File: src/rtl/ip_codma_bus_arbiter.sv
// Two-master round-robin arbiter between the CODMA engine (m0), a secondary master (m1) and one memory port.
// Optional watchdog abort on stalled transfers is enabled by defining IP_CODMA_ARB_TIMEOUT_EN.
module ip_codma_bus_arbiter (
  input  logic        clk_i,
  input  logic        reset_i,
  input  logic        m0_read_i,
  input  logic        m0_write_i,
  input  logic [31:0] m0_addr_i,
  input  logic [3:0]  m0_size_i,
  input  logic        m0_write_valid_i,
  input  logic [63:0] m0_write_data_i,
  output logic        m0_grant_o,
  output logic        m0_read_valid_o,
  output logic [63:0] m0_read_data_o,
  output logic        m0_done_o,
  output logic        m0_error_o,
  input  logic        m1_read_i,
  input  logic        m1_write_i,
  input  logic [31:0] m1_addr_i,
  input  logic [3:0]  m1_size_i,
  input  logic        m1_write_valid_i,
  input  logic [63:0] m1_write_data_i,
  output logic        m1_grant_o,
  output logic        m1_read_valid_o,
  output logic [63:0] m1_read_data_o,
  output logic        m1_done_o,
  output logic        m1_error_o,
  output logic        s_read_o,
  output logic        s_write_o,
  output logic [31:0] s_addr_o,
  output logic [3:0]  s_size_o,
  output logic        s_write_valid_o,
  output logic [63:0] s_write_data_o,
  input  logic        s_grant_i,
  input  logic        s_read_valid_i,
  input  logic [63:0] s_read_data_i
);

  localparam int unsigned ADDR_W = 32;
  localparam int unsigned DATA_W = 64;
  localparam int unsigned SIZE_W = 4;
  localparam int unsigned CNT_W  = 4;

  localparam logic [2:0] ST_IDLE = 3'd0;
  localparam logic [2:0] ST_REQ  = 3'd1;
  localparam logic [2:0] ST_XFER = 3'd2;
  localparam logic [2:0] ST_DONE = 3'd3;

  localparam logic [SIZE_W-1:0] SIZE_IDLE = SIZE_W'(9);
  localparam logic [SIZE_W-1:0] SIZE_MAX  = SIZE_W'(3);

  logic [2:0]        state_q, state_d;
  logic              owner_q, owner_d;
  logic              write_q, write_d;
  logic [ADDR_W-1:0] addr_q, addr_d;
  logic [SIZE_W-1:0] size_q, size_d;
  logic [CNT_W-1:0]  beat_q, beat_d;
  logic              last_q, last_d;
  logic [1:0]        err_q, err_d;

`ifdef IP_CODMA_ARB_TIMEOUT_EN
  logic [7:0]        wdog_q, wdog_d;
`endif

  logic              req0, req1, win, sel_read, beat;
  logic [SIZE_W-1:0] sel_size;
  logic [ADDR_W-1:0] sel_addr;
  logic [CNT_W-1:0]  beat_total;

  // Simultaneous requests go to whichever master did not own the last transfer.
  assign req0       = m0_read_i | m0_write_i;
  assign req1       = m1_read_i | m1_write_i;
  assign win        = (req0 && req1) ? ~last_q : req1;
  assign sel_read   = win ? m1_read_i : m0_read_i;
  assign sel_size   = win ? m1_size_i : m0_size_i;
  assign sel_addr   = win ? m1_addr_i : m0_addr_i;
  assign beat_total = CNT_W'(1) << size_q[1:0];
  assign beat       = (state_q == ST_XFER) &&
                      (write_q ? (owner_q ? m1_write_valid_i : m0_write_valid_i) : s_read_valid_i);

  // Next-state and latch logic.
  always_comb begin
    state_d = state_q;
    owner_d = owner_q;
    write_d = write_q;
    addr_d  = addr_q;
    size_d  = size_q;
    beat_d  = beat_q;
    last_d  = last_q;
    err_d   = '0;
    case (state_q)
      ST_IDLE: begin
        if (req0 || req1) begin
          if (sel_size > SIZE_MAX) begin
            err_d[win] = 1'b1;
            last_d     = win;
          end else begin
            state_d = ST_REQ;
            owner_d = win;
            write_d = ~sel_read;
            addr_d  = sel_addr;
            size_d  = sel_size;
          end
        end
      end
      ST_REQ: begin
        if (s_grant_i) begin
          state_d = ST_XFER;
          beat_d  = '0;
        end
      end
      ST_XFER: begin
        if (beat) begin
          beat_d = beat_q + CNT_W'(1);
          if (beat_d == beat_total) state_d = ST_DONE;
        end
      end
      ST_DONE: begin
        last_d  = owner_q;
        state_d = ST_IDLE;
      end
      default: begin
        state_d        = ST_IDLE;
        err_d[owner_q] = 1'b1;
      end
    endcase

`ifdef IP_CODMA_ARB_TIMEOUT_EN
    // Watchdog counts stalled REQ/XFER cycles; any grant or beat restarts it.
    wdog_d = '0;
    if ((state_q == ST_REQ) || (state_q == ST_XFER)) begin
      if (((state_q == ST_REQ) && s_grant_i) || beat) begin
        wdog_d = '0;
      end else if (wdog_q == 8'd254) begin
        state_d        = ST_IDLE;
        err_d          = '0;
        err_d[owner_q] = 1'b1;
        wdog_d         = '0;
      end else begin
        wdog_d = wdog_q + 8'd1;
      end
    end
`endif
  end

  always_ff @(posedge clk_i) begin
    if (reset_i) begin
      state_q <= ST_IDLE;
      owner_q <= 1'b0;
      write_q <= 1'b0;
      addr_q  <= '0;
      size_q  <= '0;
      beat_q  <= '0;
      last_q  <= 1'b1;
      err_q   <= '0;
`ifdef IP_CODMA_ARB_TIMEOUT_EN
      wdog_q  <= '0;
`endif
    end else begin
      state_q <= state_d;
      owner_q <= owner_d;
      write_q <= write_d;
      addr_q  <= addr_d;
      size_q  <= size_d;
      beat_q  <= beat_d;
      last_q  <= last_d;
      err_q   <= err_d;
`ifdef IP_CODMA_ARB_TIMEOUT_EN
      wdog_q  <= wdog_d;
`endif
    end
  end

  // Output decode; everything is forced idle while reset is asserted.
  logic act, in_req, in_xfer, owned, rd_path, wr_path;
  assign act     = ~reset_i;
  assign in_req  = act && (state_q == ST_REQ);
  assign in_xfer = act && (state_q == ST_XFER);
  assign owned   = in_req || in_xfer || (act && (state_q == ST_DONE));
  assign rd_path = in_xfer && !write_q;
  assign wr_path = in_xfer && write_q;

  assign m0_grant_o      = owned && !owner_q;
  assign m1_grant_o      = owned && owner_q;
  assign m0_read_valid_o = rd_path && !owner_q && s_read_valid_i;
  assign m1_read_valid_o = rd_path && owner_q && s_read_valid_i;
  assign m0_read_data_o  = (rd_path && !owner_q) ? s_read_data_i : '0;
  assign m1_read_data_o  = (rd_path && owner_q) ? s_read_data_i : '0;
  assign m0_done_o       = act && (state_q == ST_DONE) && !owner_q;
  assign m1_done_o       = act && (state_q == ST_DONE) && owner_q;
  assign m0_error_o      = act && err_q[0];
  assign m1_error_o      = act && err_q[1];

  assign s_read_o        = in_req && !write_q;
  assign s_write_o       = in_req && write_q;
  assign s_addr_o        = (in_req || in_xfer) ? addr_q : '0;
  assign s_size_o        = (in_req || in_xfer) ? size_q : SIZE_IDLE;
  assign s_write_valid_o = wr_path && (owner_q ? m1_write_valid_i : m0_write_valid_i);
  assign s_write_data_o  = wr_path ? (owner_q ? m1_write_data_i : m0_write_data_i) : DATA_W'(0);

endmodule

File: config.mk
export PLATFORM = sky130hd
export DESIGN_NAME = ip_codma_bus_arbiter
export DESIGN_NICKNAME = d
export VERILOG_FILES = /design/src/rtl/ip_codma_bus_arbiter.sv
export SDC_FILE = /design/constraint.sdc
export NUM_CORES = 1
export LEC_CHECK = 0
export ABC_AREA = 1
export ABC_CLOCK_PERIOD_IN_PS = 2100
export BUFFER_PORTS_ARGS = -buffer_cell sky130_fd_sc_hd__buf_2
export CAP_MARGIN = 0
export CELL_PAD_IN_SITES_DETAIL_PLACEMENT = 0
export CELL_PAD_IN_SITES_GLOBAL_PLACEMENT = 1
export CORE_AREA = 4 4 200 202
export CTS_CLUSTER_DIAMETER = 100
export DETAILED_ROUTE_END_ITERATION = 12
export DIE_AREA = 0 0 204 206
export GPL_ROUTABILITY_DRIVEN = 0
export GPL_TIMING_DRIVEN = 0
export PLACE_DENSITY_LB_ADDON = 0.1
export SYNTH_ARGS = -nofsm -noshare
export SYNTH_HDL_FRONTEND = slang
export SYNTH_SLANG_ARGS = --single-unit
File: constraint.sdc
create_clock -name clk_i -period 2.1 [get_ports clk_i]
set_clock_uncertainty 0.2 [all_clocks]
set_input_delay 0.315 -clock clk_i [delete_from_list [all_inputs] [get_ports clk_i]]
set_output_delay 0.315 -clock clk_i [all_outputs]
set_load 0.005 [all_outputs]
==> summary.md, run 1 <==
| Metric | Value |
|---|---|
| Routed via count | approximately 7300 |
| Area growth syn-to-layout | 111% |
| Port-buffer cells | 512 |
| CTS Buf Count | 5 |
| Final Cycle Share | 111% |
| VDD IR-drop max | ~350 uV |
| CTS clock-pin slew for the worst setup and hold paths | 0.07 ns |
| Post-synthesis xor/xnor area fraction | 0% |
| TritonCTS clock tree | yes |
| Area of the multi-input gates | 0.00345 sq mm |
| Drt wl/cell | between 15 and 20 um |
| Final worst slack | -0.226 ns |
| Initial antenna violation count | 9 |
| Hold slack | ~0.18 ns |
| Nets@finish | 1697 |
| Fill count | approximately 4500 |
| GRT Total Usage | 13.9% |
| Min Tclk post-route | roughly 2.3 ns |
| Synth Warn # | 0 |
| Post-synthesis simple-gate area fraction | between 40% and 50% |
| Starting Density | about an eighth |
| Vias/cell | 3.77 |
| CP required | between 1.5 and 2 ns |
| Root Driver | clkbuf_16 |
| Worst slew pin tran | roughly 0.55 ns |
| DR pass1 iterations | 4 |
| Final Hold Viols | 0 |
| Critical path peak fanout | 7 |
| Layout cell share with drive strength beyond 1 | 53.9% |
| Num ports | between 500 and 600 |
| Htree depth | 2 |
| CTS max path bufs | 2 |
| Final HPWL DP | 27800 um |
| Core ar. | around 0.038 sq mm |
| Leakage | 0.00525 uW |
| Post-Synth Adder-Cell Area | under 10% |
| Syn Nets | between 1000 and 1500 |
| Die Wd | 204 um |
| Seq/Total Area, Yosys | approximately a fifth |
| Post-Syn Instances | between 800 and 900 |
| Cell area after synthesis | roughly 0.0045 sq mm |
| Setup-failing EPs final | 230 |
| Multiplexer share of the synthesized area | 0% |
| Final wirelength | approximately 33000 um |
| Avg Synthesized Cell Area | 5.18 sq um |
| Slew margin rel. | approximately 64% |
| Max Slew Vio Count | 0 |
| Die area | roughly 0.042 sq mm |
| MaxCap Viol Count | 0 |
| Yosys top cell by area | nand2_1 |
| RSZ-0062 raised after global routing | yes |
| Hold Crit Class | input pin to flop |
| Complex-gate fraction of the synthesized area | 18.0% |
| CP Class | flop to primary output |
| Worst path arrival time | about 1.8 ns |
| Fmax | between 400 and 500 MHz |
| Largest family of logic cells by synthesized area | simple AND/OR/NAND/NOR gates |
| Clk sinks | 47 |
| Largest net degree at the start of global routing | 14 |
| Register Area | 946 sq um |
| GR Overflow Total | 0 |
| Pre-CTS WS | -0.512 ns |
| Count leader, synth | nand2_1 |
| EDFF count, synth | 0 |
| Synth top area cells | nand2_1 (23%), dfxtp_1 (21%), nor2_1 (15%) |
| Critical Path End Type | primary output |
| Most common flop cell mapped by yosys | dfxtp_1 |
| Post-synth top cells | nand2_1 (271), nor2_1 (184), inv_1 (119) |
| Remaining DRCs | 0 |
| Post-CTS Hold Buffers | 0 |
| Post-DRT Antenna Nets | 0 |
| First-pass GRT wire length | ~45000 um |
| DRT iter0 DRCs | 258 |
| Chip height | between 200 and 250 um |
| Synth unique cells | 26 |
| CP startpoint kind | flop |
| Row count | 72 |
| Failing checks | setup timing |
| Async SR Flop Fraction | 0% |
| Post-synth top area share | 22.7% |
| Clk Latency, worst-skew pair | ~0.29 ns |
| Flops & latches, synth | between 40 and 50 |
| Pwr Density | just under 600 mW/mm^2 |
| Vias in the first global route | ~7000 |
| Status | finished, violations left |
-- cells in the final DEF (no fill, tap or decap), types with 2 or more instances in the layout --
master	netlist	final
ha_1	5	3
inv_4	0	3
inv_2	4	6
o21ai_1	29	29
nand2_1	271	268
clkbuf_16	0	14
a21oi_1	102	58
diode_2	0	4
buf_12	0	9
nand3_1	15	13
nand3_4	1	3
nand2_8	0	2
clkbuf_1	22	4
buf_6	12	55
nand2_2	2	4
nor2_4	1	44
o21ai_2	6	6
dfxtp_1	47	45
buf_2	18	488
a21oi_2	7	45
o21ai_0	6	6
a21oi_4	0	6
nor3_1	3	3
nor2_2	1	35
clkbuf_4	0	4
inv_1	119	113
buf_8	0	6
buf_4	2	22
nor2_1	184	107
nand4_1	2	2
ha_4	0	2
clkbuf_2	0	5
-- report_power, final --
part           total [uW]  internal [uW]  switching (uW)
Combinational        3580           1500            2080
Sequential           1190           1100            88.9
Clock                 821            466             355
-- through the flow --
step	util (%)	setup TNS, ns	std cells	cell area, sq um	total power, uW
6_report	24.7	-24.76	1940	9470	5590
5_1_grt	24.7	-42.27	1939	9470	6100
4_1_cts	22.0	-30.72	1917	8410	5180
2_1_floorplan	-	0	866	4490	2810
3_5_place_dp	20.1	-60.59	1896	7700	3950
3_3_place_gp	20.1	-59.74	1896	7700	3970
-- flip-flops by register name (all words and copies together) (netlist names) --
name     count
write_q      1
size_q       4
beat_q       4
state_q      2
last_q       1
owner_q      1
addr_q      32
err_q        2
-- cells by family after synthesis --
family | after synthesis
buffers and inverters | 181
adder cells (fa/ha/maj) | 5
AND/OR/NAND/NOR | 482
AO/OA/AOI/OAI | 151
flip-flops | 47
-- repair_timing --
action / 4_1_cts / 5_1_grt
setup endpoints to repair: 235 / 234
cloned: 3 / 8
buffers inserted: 11 / 14
resized for setup: 128 / 224
pin swaps: 2 / 3
-- per-layer routing --
layer | routed length [um] | vias to the layer above | track usage, % | part of all wire [%]
met5 | 52 | - | 0 | 0.16
li1 | - | 3726 | - | -
met3 | 2410 | 43 | 3.86 | 7.2
met1 | 12800 | 3272 | 15.8 | 38
met4 | 794 | 8 | 3.33 | 2.4
met2 | 17400 | 265 | 25.7 | 52
-- worst paths after layout --
path                  from            endpoint  slack, ns  cells past startpoint
max             state_q[0]  s_write_data_o[19]      -0.23                     10
min          m1_addr_i[14]          addr_q[14]       0.18                      5
max reg2reg     state_q[0]           beat_q[2]       0.18                     11
min reg2reg     addr_q[14]          addr_q[14]       0.25                      2
-- layout make-up --
cell class,instances,area share [%]
Timing Repair Buffer,546,33.3
Multi-Input combinational cell,639,36.5
Clock buffer,6,1.47
Sequential cell,47,9.99
Buffer,56,6.75
Antenna cell,4,0.106
Inverter,123,5.00
Tap cell,518,6.85
Clock inverter,1,0.0529
-- critical path: stages, from the launching register on --
cell and delay, ns:
dfxtp_2 0.33, inv_2 0.07, ha_4 0.14, inv_4 0.04, nor2_4 0.16, nand2_2 0.11
buf_12 0.15, buf_8 0.13, clkbuf_16 0.15, a21oi_2 0.10, buf_2 0.13
No activity file was read; power rests on OpenSTA's default activity.
==> run 2, diff against run 1 <==
--- a/config.mk
+++ b/config.mk
@@ -12,7 +12,6 @@
 export CELL_PAD_IN_SITES_DETAIL_PLACEMENT = 0
 export CELL_PAD_IN_SITES_GLOBAL_PLACEMENT = 1
 export CORE_AREA = 4 4 200 202
-export CTS_CLUSTER_DIAMETER = 100
 export DETAILED_ROUTE_END_ITERATION = 12
 export DIE_AREA = 0 0 204 206
 export GPL_ROUTABILITY_DRIVEN = 0
==> constraint.sdc (replaced) <==
create_clock -name clk_i -period 2.1 [get_ports clk_i]
set_clock_uncertainty 0.2 [all_clocks]
set_input_delay 0.42 -clock clk_i [delete_from_list [all_inputs] [get_ports clk_i]]
set_output_delay 0.42 -clock clk_i [all_outputs]
set_load 0.005 [all_outputs]
==> run 2 against run 1 <==
  * The run still ends with setup timing left
  * Wire length is 1.5% lower
  * Total power is 5.9% lower
  * Via count is 0.82% lower
  * Non-clock buffer count is 11 lower
  * Worst hold slack better by 0.075 ns
  * Die area stayed put
  * Combinational power is 9.5% lower
  * Critical endpoint is now s_write_data_o[11]
  * Largest cell class unchanged
  * Largest power group unchanged
  * Highest routed layer unchanged
==> summary.md, run 2 (synthesis results as in run 1) <==
| Metric | Value |
|---|---|
| Slew margin rel. | 64.7% (+1.1 points) |
| Critical path peak fanout | 8 (+1) |
| HP Start | size_q[3] |
| Largest regs | addr_q x32, beat_q x4, size_q x4 |
| Cells after DPL | 1896 (unchanged) |
| Worst slew pin tran | 0.530 ns (-0.0161 ns) |
| Layout cell share with drive strength beyond 1 | 49.1% (-4.8 points) |
| Htree depth | 2 (unchanged) |
| Critical path startpoint | state_q[0] |
| CTS max path bufs | 2 (unchanged) |
| Status | finished, violations left |
| WL met2 | 16800 um (-3.5%) |
| Setup-failing EPs final | 233 (+1.3%) |
| Root Driver | clkbuf_16 |
| Hold Crit Class | flop to flop |
| Post-DRT Antenna Nets | 0 (unchanged) |
| Final Cycle Share | 114% (+3.3 points) |
| Final Non-Filler Cells | 1929 (-0.57%) |
| R2r setup slk | 0.29 ns (+0.11 ns) |
| DRT iter0 DRCs | 266 (+3.1%) |
| Final wirelength | 32900 um (-1.5%) |
| Vias/cell | 3.76 (-0.25%) |
| TritonCTS clock tree | yes |
| Pwr Density | 603 mW/mm^2 (+2.1%) |
| Largest register by flop count | addr_q |
| VDD IR-drop max | 345 uV (-0.23%) |
| Largest net degree at the start of global routing | 14 (unchanged) |
| Max Slew Vio Count | 0 (unchanged) |
| Port-buffer cells | 512 (unchanged) |
| Core ar. | 0.0383 sq mm (unchanged) |
| CTS Buf Count | 5 (unchanged) |
| Final worst slack | -0.295 ns (-0.0687 ns) |
| CP required | 1.48 ns (-0.10 ns) |
| Worst path arrival time | 1.77 ns (-0.04 ns) |
| GRT Total Usage | 13.9% (+0.023 points) |
| Failing checks | setup timing |
| Total design power | 5260 uW (-5.9%) |
| Post-CTS Hold Buffers | 0 (unchanged) |
| CP Class | flop to primary output |
| DR pass1 iterations | 4 (unchanged) |
| Row count | 72 (unchanged) |
| Final HPWL DP | 27800 um (unchanged) |
| MaxCap Viol Count | 0 (unchanged) |
| Clk sinks | 47 (unchanged) |
| Fmax | 418 MHz (-2.9%) |
| Drt wl/cell | 17.1 um (-0.93%) |
| Top sig layer | met5 |
| Hold slack | 0.255 ns (+0.0750 ns) |
| Die Wd | 204 um (unchanged) |
| Routed via count | 7254 (-0.82%) |
| Nets@finish | 1686 (-0.65%) |
| Min Tclk post-route | 2.39 ns (+0.0687 ns) |
| Starting Density | 11.7% (unchanged) |
| First-pass GRT wire length | 45000 um (about the same) |
| RSZ-0062 raised after global routing | yes |
| Metal3 WL | 2640 um (+9.7%) |
| CTS clock-pin slew for the worst setup and hold paths | 0.07 ns (about the same) |
| Vias in the first global route | 7013 (-0.34%) |
| Most common cell after layout, fill and taps aside | buf_2 |
| Chip height | 206 um (unchanged) |
| Critical Path End Type | primary output |
| Routed length on met1 | 12700 um (-0.93%) |
| Leakage | 0.00512 uW (-2.6%) |
| Core Util, Final | 22.8% (-1.9 points) |
| Post-route cell area | 0.00872 sq mm (-7.9%) |
| Max reg flops | 32 (unchanged) |
| Num ports | 513 (unchanged) |
| GR Overflow Total | 0 (unchanged) |
| Most frequent cells in the layout | buf_2 (514), nand2_1 (269), nor2_1 (174) |
| CP startpoint kind | flop |
| Area growth syn-to-layout | 94.4% |
| Final Hold Viols | 0 (unchanged) |
| Die area | 0.0420 sq mm (unchanged) |
| Clk Latency, worst-skew pair | 0.29 ns (about the same) |
| Remaining DRCs | 0 (unchanged) |
| Initial antenna violation count | 9 (unchanged) |
| R2R Path Start | state_q[0] |
| Cell Area, Placed | 0.00770 sq mm (unchanged) |
run 2: final cells by class:
cell class | instances | area (sq um)
clock inverter | 1 | 5.00
buffer | 57 | 581
tap | 518 | 648
sequential | 47 | 946
inverter | 123 | 470
antenna | 4 | 10.0
fill | 4584 | 29600
clock buffer | 6 | 139
multi-input combinational | 639 | 3090
timing repair buffer | 534 | 2830
run 2: repair_timing:
action                                  CTS  global route
pin swaps                                 2             1
setup buffers                            12             4
gates cloned                              5             2
gates resized for setup                 135            59
endpoints found under the setup margin  235           236
run 2: per-layer routing:
metal	up-vias	GRT usage, %
met5	-	0
met2	278	25.7
met1	3223	15.8
met4	8	3.59
li1	3704	-
met3	41	3.86
run 2: path summary, 6_finish.rpt:
| check | cells after the start | end |
|---|---|---|
| max | 10 | s_write_data_o[11] |
| min | 2 | size_q[3] |
| max reg2reg | 10 | beat_q[2] |
| min reg2reg | 2 | size_q[3] |
run 2: metrics by stage:
stage / TNS, ns / worst slack [ns]
floorplan: 0 / 0.116
global placement: -84.95 / -0.603
detailed placement: -85.85 / -0.617
CTS: -52.43 / -0.316
global route: -63.27 / -0.370
finish: -40.76 / -0.295
run 2: power by group:
group / internal, uW / switching [uW] / leakage (uW)
Sequential: 1100 / 88.3 / 0.000386
Clock: 466 / 358 / 0.0000727
Combinational: 1300 / 1940 / 0.00466
Total: 2870 / 2390 / 0.00512
run 2: critical path, stage by stage, from the launching register on:
cell and delay (ns):
dfxtp_2 0.33, inv_2 0.07, ha_4 0.15, inv_4 0.04, nor2_4 0.12, nand2_2 0.09
buf_12 0.16, buf_8 0.14, clkbuf_16 0.15, a21oi_2 0.09, buf_2 0.13
